===== src/rtl/mc_ctrl_pkg.sv =====
// Shared encodings for the multicycle RV32I control FSM.
// Opcodes, state encoding, imm_src codes and datapath mux selects.
package mc_ctrl_pkg;

    typedef enum logic [3:0] {
        S_FETCH    = 4'd0,
        S_DECODE   = 4'd1,
        S_MEMADR   = 4'd2,
        S_MEMREAD  = 4'd3,
        S_MEMWB    = 4'd4,
        S_MEMWRITE = 4'd5,
        S_EXECR    = 4'd6,
        S_EXECI    = 4'd7,
        S_ALUWB    = 4'd8,
        S_BRANCH   = 4'd9,
        S_JAL      = 4'd10,
        S_JALR     = 4'd11,
        S_LUI      = 4'd12,
        S_ILLEGAL  = 4'd13
    } state_e;

    localparam logic [6:0] OP_LOAD   = 7'b0000011;
    localparam logic [6:0] OP_STORE  = 7'b0100011;
    localparam logic [6:0] OP_OP     = 7'b0110011;
    localparam logic [6:0] OP_IMM    = 7'b0010011;
    localparam logic [6:0] OP_BRANCH = 7'b1100011;
    localparam logic [6:0] OP_JAL    = 7'b1101111;
    localparam logic [6:0] OP_JALR   = 7'b1100111;
    localparam logic [6:0] OP_LUI    = 7'b0110111;
    localparam logic [6:0] OP_AUIPC  = 7'b0010111;

    localparam logic [2:0] IMM_I = 3'b000;
    localparam logic [2:0] IMM_S = 3'b001;
    localparam logic [2:0] IMM_B = 3'b010;
    localparam logic [2:0] IMM_J = 3'b011;
    localparam logic [2:0] IMM_U = 3'b100;

    localparam logic [1:0] RES_ALUOUT = 2'b00;
    localparam logic [1:0] RES_DATA   = 2'b01;
    localparam logic [1:0] RES_ALU    = 2'b10;

    localparam logic [1:0] SRCA_PC    = 2'b00;
    localparam logic [1:0] SRCA_OLDPC = 2'b01;
    localparam logic [1:0] SRCA_RS1   = 2'b10;
    localparam logic [1:0] SRCA_ZERO  = 2'b11;

    localparam logic [1:0] SRCB_RS2  = 2'b00;
    localparam logic [1:0] SRCB_IMM  = 2'b01;
    localparam logic [1:0] SRCB_FOUR = 2'b10;

    localparam logic [1:0] ALUOP_ADD   = 2'b00;
    localparam logic [1:0] ALUOP_CMP   = 2'b01;
    localparam logic [1:0] ALUOP_FUNCT = 2'b10;

    localparam logic [2:0] F3_BEQ  = 3'b000;
    localparam logic [2:0] F3_BNE  = 3'b001;
    localparam logic [2:0] F3_BLT  = 3'b100;
    localparam logic [2:0] F3_BGE  = 3'b101;
    localparam logic [2:0] F3_BLTU = 3'b110;
    localparam logic [2:0] F3_BGEU = 3'b111;

    // Immediate format follows the opcode alone, independent of FSM state.
    function automatic logic [2:0] imm_src_of(input logic [6:0] op);
        logic [2:0] r;
        r = IMM_I;
        case (op)
            OP_STORE:         r = IMM_S;
            OP_BRANCH:        r = IMM_B;
            OP_JAL:           r = IMM_J;
            OP_LUI, OP_AUIPC: r = IMM_U;
            default:          r = IMM_I;
        endcase
        return r;
    endfunction

endpackage


===== src/rtl/multicycle_ctrl_branch_cond.sv =====
// Branch resolution from ALU compare flags of rs1-rs2.
// Purely combinational; reserved funct3 codes never branch.
module branch_cond
    import mc_ctrl_pkg::*;
(
    input  logic [2:0] funct3,
    input  logic       zero,
    input  logic       lt,
    input  logic       ltu,
    output logic       taken
);

    // Select the flag (or its inverse) that this branch kind tests.
    always_comb begin
        taken = 1'b0;
        case (funct3)
            F3_BEQ:  taken = zero;
            F3_BNE:  taken = ~zero;
            F3_BLT:  taken = lt;
            F3_BGE:  taken = ~lt;
            F3_BLTU: taken = ltu;
            F3_BGEU: taken = ~ltu;
            default: taken = 1'b0;
        endcase
    end

endmodule


===== src/rtl/multicycle_ctrl.sv =====
// Multicycle RV32I control FSM driving the shared datapath.
// MC_ILLEGAL_TRAP_EN makes the ILLEGAL state absorbing with a sticky flag.
module multicycle_ctrl
    import mc_ctrl_pkg::*;
(
    input  logic       clk,
    input  logic       reset,
    input  logic [6:0] op,
    input  logic [2:0] funct3,
    input  logic       funct7b5,
    input  logic       zero,
    input  logic       lt,
    input  logic       ltu,
    input  logic       mem_ready,
    output logic       mem_req,
    output logic       mem_write,
    output logic       adr_src,
    output logic       ir_write,
    output logic       pc_write,
    output logic       reg_write,
    output logic [1:0] result_src,
    output logic [1:0] alu_src_a,
    output logic [1:0] alu_src_b,
    output logic [1:0] alu_op,
    output logic [2:0] imm_src,
    output logic       illegal
);

    state_e state_q, state_d;
    logic   taken;
    logic   funct7b5_unused;

    // funct7b5 only matters to the ALU decoder beside us.
    assign funct7b5_unused = funct7b5;

    branch_cond u_branch_cond (
        .funct3 (funct3),
        .zero   (zero),
        .lt     (lt),
        .ltu    (ltu),
        .taken  (taken)
    );

    assign imm_src = imm_src_of(op);

`ifdef MC_ILLEGAL_TRAP_EN
    logic illegal_q, illegal_d;

    // Flag rises together with the first cycle spent in ILLEGAL.
    always_comb begin
        illegal_d = illegal_q | (state_d == S_ILLEGAL);
    end

    assign illegal = illegal_q;
`else
    assign illegal = 1'b0;
`endif

    // Next-state selection; memory states hold until mem_ready.
    always_comb begin
        state_d = state_q;
        case (state_q)
            S_FETCH:    if (mem_ready) state_d = S_DECODE;
            S_DECODE: begin
                case (op)
                    OP_LOAD, OP_STORE: state_d = S_MEMADR;
                    OP_OP:             state_d = S_EXECR;
                    OP_IMM:            state_d = S_EXECI;
                    OP_BRANCH:         state_d = S_BRANCH;
                    OP_JAL:            state_d = S_JAL;
                    OP_JALR:           state_d = S_JALR;
                    OP_LUI:            state_d = S_LUI;
                    OP_AUIPC:          state_d = S_ALUWB;
                    default:           state_d = S_ILLEGAL;
                endcase
            end
            S_MEMADR: begin
                state_d = (op == OP_STORE) ? S_MEMWRITE : S_MEMREAD;
            end
            S_MEMREAD:  if (mem_ready) state_d = S_MEMWB;
            S_MEMWB:    state_d = S_FETCH;
            S_MEMWRITE: if (mem_ready) state_d = S_FETCH;
            S_EXECR:    state_d = S_ALUWB;
            S_EXECI:    state_d = S_ALUWB;
            S_ALUWB:    state_d = S_FETCH;
            S_BRANCH:   state_d = S_FETCH;
            S_JAL:      state_d = S_ALUWB;
            S_JALR:     state_d = S_JAL;
            S_LUI:      state_d = S_ALUWB;
`ifdef MC_ILLEGAL_TRAP_EN
            S_ILLEGAL:  state_d = S_ILLEGAL;
`else
            S_ILLEGAL:  state_d = S_FETCH;
`endif
            default:    state_d = S_FETCH;
        endcase
    end

    // State register; reset lands in FETCH and clears the sticky flag.
    always_ff @(posedge clk or posedge reset) begin
        if (reset) begin
            state_q <= S_FETCH;
`ifdef MC_ILLEGAL_TRAP_EN
            illegal_q <= 1'b0;
`endif
        end else begin
            state_q <= state_d;
`ifdef MC_ILLEGAL_TRAP_EN
            illegal_q <= illegal_d;
`endif
        end
    end

    // Moore decode of selects; fetch and branch strobes gate on inputs.
    always_comb begin
        mem_req    = 1'b0;
        mem_write  = 1'b0;
        adr_src    = 1'b0;
        ir_write   = 1'b0;
        pc_write   = 1'b0;
        reg_write  = 1'b0;
        result_src = RES_ALUOUT;
        alu_src_a  = SRCA_PC;
        alu_src_b  = SRCB_RS2;
        alu_op     = ALUOP_ADD;
        case (state_q)
            S_FETCH: begin
                mem_req    = 1'b1;
                alu_src_b  = SRCB_FOUR;
                result_src = RES_ALU;
                ir_write   = mem_ready & ~reset;
                pc_write   = mem_ready & ~reset;
            end
            S_DECODE: begin
                alu_src_a = SRCA_OLDPC;
                alu_src_b = SRCB_IMM;
            end
            S_MEMADR: begin
                alu_src_a = SRCA_RS1;
                alu_src_b = SRCB_IMM;
            end
            S_MEMREAD: begin
                mem_req = 1'b1;
                adr_src = 1'b1;
            end
            S_MEMWB: begin
                result_src = RES_DATA;
                reg_write  = 1'b1;
            end
            S_MEMWRITE: begin
                mem_req   = 1'b1;
                mem_write = 1'b1;
                adr_src   = 1'b1;
            end
            S_EXECR: begin
                alu_src_a = SRCA_RS1;
                alu_op    = ALUOP_FUNCT;
            end
            S_EXECI: begin
                alu_src_a = SRCA_RS1;
                alu_src_b = SRCB_IMM;
                alu_op    = ALUOP_FUNCT;
            end
            S_ALUWB: begin
                reg_write = 1'b1;
            end
            S_BRANCH: begin
                alu_src_a = SRCA_RS1;
                alu_op    = ALUOP_CMP;
                pc_write  = taken;
            end
            S_JAL: begin
                alu_src_a = SRCA_OLDPC;
                alu_src_b = SRCB_FOUR;
                pc_write  = 1'b1;
            end
            S_JALR: begin
                alu_src_a = SRCA_RS1;
                alu_src_b = SRCB_IMM;
            end
            S_LUI: begin
                alu_src_a = SRCA_ZERO;
                alu_src_b = SRCB_IMM;
            end
            default: begin
            end
        endcase
    end

endmodule


===== config.mk =====
export PLATFORM = sky130hd
export DESIGN_NAME = multicycle_ctrl
export DESIGN_NICKNAME = d
export VERILOG_FILES = /design/src/rtl/mc_ctrl_pkg.sv /design/src/rtl/multicycle_ctrl_branch_cond.sv /design/src/rtl/multicycle_ctrl.sv
export SDC_FILE = /design/constraint.sdc
export NUM_CORES = 1
export LEC_CHECK = 0
export ABC_AREA = 1
export ABC_CLOCK_PERIOD_IN_PS = 2400
export CORE_AREA = 2 2 39 41
export CTS_BUF_LIST = sky130_fd_sc_hd__clkbuf_8
export CTS_CLUSTER_DIAMETER = 60
export DETAILED_ROUTE_END_ITERATION = 8
export DIE_AREA = 0 0 41 43
export DONT_BUFFER_PORTS = 1
export MAX_ROUTING_LAYER = met4
export PLACE_DENSITY_LB_ADDON = 0.1
export SYNTH_ARGS = -nofsm -noshare
export SYNTH_HDL_FRONTEND = slang
export SYNTH_SLANG_ARGS = --single-unit

===== constraint.sdc =====
create_clock -name clk -period 2.4 [get_ports clk]
set_clock_uncertainty 0.05 [all_clocks]
set_input_delay 0.48 -clock clk [delete_from_list [all_inputs] [get_ports clk]]
set_output_delay 0.48 -clock clk [all_outputs]
set_load 0.03 [all_outputs]

==> flow_metrics.py <==
metrics = {
    "clock_network": {
        "clk_latency_ns": 0.22,
        "cts_tree": "done",
        "clock_sinks": 4,
        "cts.path.max_buffers": 2,
        "numCtsBuffers": 3,
        "root_buffer": "clkbuf_8",
        "htreeDepth": 1,
        "path_clk_slew_ns": 0.03,
    },
    "sta": {
        "tightestPinTransition_ns": 0.666,
        "max_freq_ghz": 0.460,
        "relSlewSlack_pct": 55.4,
        "final.min_clock_period_ns": 2.17,
        "hold_viol": 0,
        "setup_viol": 0,
        "drv_slew": 0,
        "min_period_over_period_pct": 90.5,
        "holdWs_ns": 0.337,
        "fin_tns_setup_ns": 0,
        "rsz0062_at_grt": "no",
    },
    "min_path": {
        "min_path_type": "input pin to flop",
    },
    "logic_synthesis": {
        "synth_ff_type": "dfrtp_1",
        "yosys_register_bits": 4,
        "syn_area_um2": 639,
        "ys_types": 24,
        "ys_top_cells_by_area": "nand2_1 21%, dfrtp_1 16%, nor2_1 11%",
        "yosysMostFrequentCell": "nand2_1",
        "yosys_warnings": 0,
        "yosys-top-cells-count": "36 x nand2_1, 19 x nor2_1, 17 x inv_1, 8 x inv_2, 6 x nor2_2",
        "syn_inst": 120,
        "ys_seq_area_share_pct": 15.7,
        "synth_nets": 137,
        "synthArstFlopShare_pct": 100,
        "synthDominantCellAreaShare_pct": 21.1,
        "synth_edf_count": 0,
        "yosysTopAreaCell": "nand2_1",
        "synth.avg_cell_area_um2": 5.33,
    },
    "layout": {
        "final_util_pct": 55.0,
        "reg_top3": "state_q (4)",
        "largest_register": "state_q",
        "area_delta_synth_final_pct": 19.0,
        "final_nets": 148,
        "antenna_cells": 0,
        "drive_above_1_share_pct": 23.3,
        "largest_reg_flops": 4,
        "fin_cells": 145,
    },
    "global_routing": {
        "grt_max_degree": 6,
        "grt_usage_pct": 20.5,
        "grt_pass1_wl_um": 2520,
        "grt_antenna_before_repair": 0,
        "grt_pass1_vias": 648,
        "grt.overflow.total": 0,
    },
    "pwr": {
        "peakVddDrop_mv": 0.670,
        "p_per_area_nw_per_um2": 1180,
        "internal-power_mw": 0.359,
        "pwr-share-comb_pct": 70.6,
        "p_leak_nw": 0.437,
        "seqPwrFrac_pct": 14.0,
        "p_sw_mw": 0.541,
        "p_total_mw": 0.900,
        "switching_share_pct": 60.1,
        "p_clk_share_pct": 15.4,
    },
    "die": {
        "initial_core_util_pct": 46.2,
        "core_area_um2": 1380,
        "die_y_um": 43,
        "die_w_um": 41,
        "rows": 14,
        "io_pins": 35,
        "die-area_um2": 1760,
    },
    "placement": {
        "dp.cells": 141,
        "port_buffers": 0,
        "place_hpwl_um": 1300,
        "gp_congestion": 0.787,
    },
    "setup_path": {
        "arrival_ns": 1.64,
        "crit_type": "flop to output port",
        "worst-path-max-fanout": 5,
        "cp-end-kind": "output port",
        "cp.required_ns": 1.87,
        "cp-start-kind": "flop",
    },
    "route": {
        "wirelength_um": 1490,
        "first_iter_violations": 14,
        "num_vias": 733,
        "vias_per_cell": 5.06,
        "drt_drc_violations_left": 0,
        "ant_nets": 0,
        "first_pass_iters": 4,
        "wire_per_inst_um": 10.3,
    },
    "run_status": {
        "status": "complete, no violations",
    },
    "job": {
        "drv_cap": 0,
    },
}
-- metrics by stage --
stage,setup slack [ns],cell area [µm²]
2_1_floorplan,0.128,639
3_3_place_gp,0.460,709
3_5_place_dp,0.468,709
4_1_cts,0.234,761
5_1_grt,0.121,761
6_report,0.228,761
-- final cells by class --
type | instances | area [µm²]
Sequential cell | 4 | 100
Inverter | 25 | 93.8
Multi-Input combinational cell | 90 | 438
Timing Repair Buffer | 7 | 67.6
Tap cell | 16 | 20.0
Fill cell | 157 | 623
Clock buffer | 3 | 41.3
-- timing repair --
action / in CTS / in global routing
hold endpoints to repair: 4 / 0
gates resized for setup: 0 / 0
hold buffers: 1 / 0
buffers inserted: 0 / 0
-- path summary, 6_finish.rpt --
path | start | to | slack (ns) | depth (start not counted)
min in group asynchronous | reset | state_q[2] | 0.55 | 2
worst min-delay path | mem_ready | state_q[1] | 0.34 | 1
max in group asynchronous | reset | state_q[1] | 1.60 | 2
worst max register to register | state_q[2] | state_q[2] | 0.87 | 9
worst min register to register | state_q[0] | state_q[0] | 0.64 | 4
worst max-delay path | state_q[2] | alu_src_b[0] | 0.23 | 5
-- per-layer routing --
layer	wire length [µm]	up-vias	track usage, %
met5	0	-	-
met4	4	0	0
met1	682	326	26.3
met2	683	22	31.9
li1	-	382	-
met3	121	3	8.38
-- power by group through the flow --
| stage | registers (mW) | clock network (mW) | logic, mW |
|---|---|---|---|
| 6_report | 0.126 | 0.139 | 0.635 |
| 3_3_place_gp | 0.125 | 0 | 0.636 |
| 5_1_grt | 0.129 | 0.147 | 0.693 |
| 2_1_floorplan | 0.120 | 0 | 0.529 |
| 3_5_place_dp | 0.126 | 0 | 0.638 |
| 4_1_cts | 0.125 | 0.142 | 0.640 |
-- cells by family (layout without fill, tap and decap cells) --
kind of cell,Yosys count,in the layout,share of synthesized area [%]
buffers and inverters,26,35,15.9
other,1,1,0.587
flip-flops,4,4,15.7
AO/OA/AOI/OAI,12,12,11.4
AND/OR/NAND/NOR,76,76,55.2
XOR/XNOR,1,1,1.37
-- cells in the final DEF, fill, tap and decap left out, drive strengths merged --
cell,n
o21bai,1
conb,1
inv,25
o32ai,1
buf,6
dlygate4sd3,1
a31oi,1
clkbuf,3
dfrtp,4
nand2,38
nor2,27
nand4,1
o211ai,2
o21ai,5
nor3,3
nand3b,1
xnor2,1
nand3,6
a21oi,2
-- worst max-delay path, stage by stage (launching register included) --
cell and delay, ns:
dfrtp_1 0.42, nor2_2 0.22, inv_2 0.09, nor2_1 0.26
inv_1 0.10, o211ai_1 0.33
No activity file was read; power rests on OpenSTA's default activity.
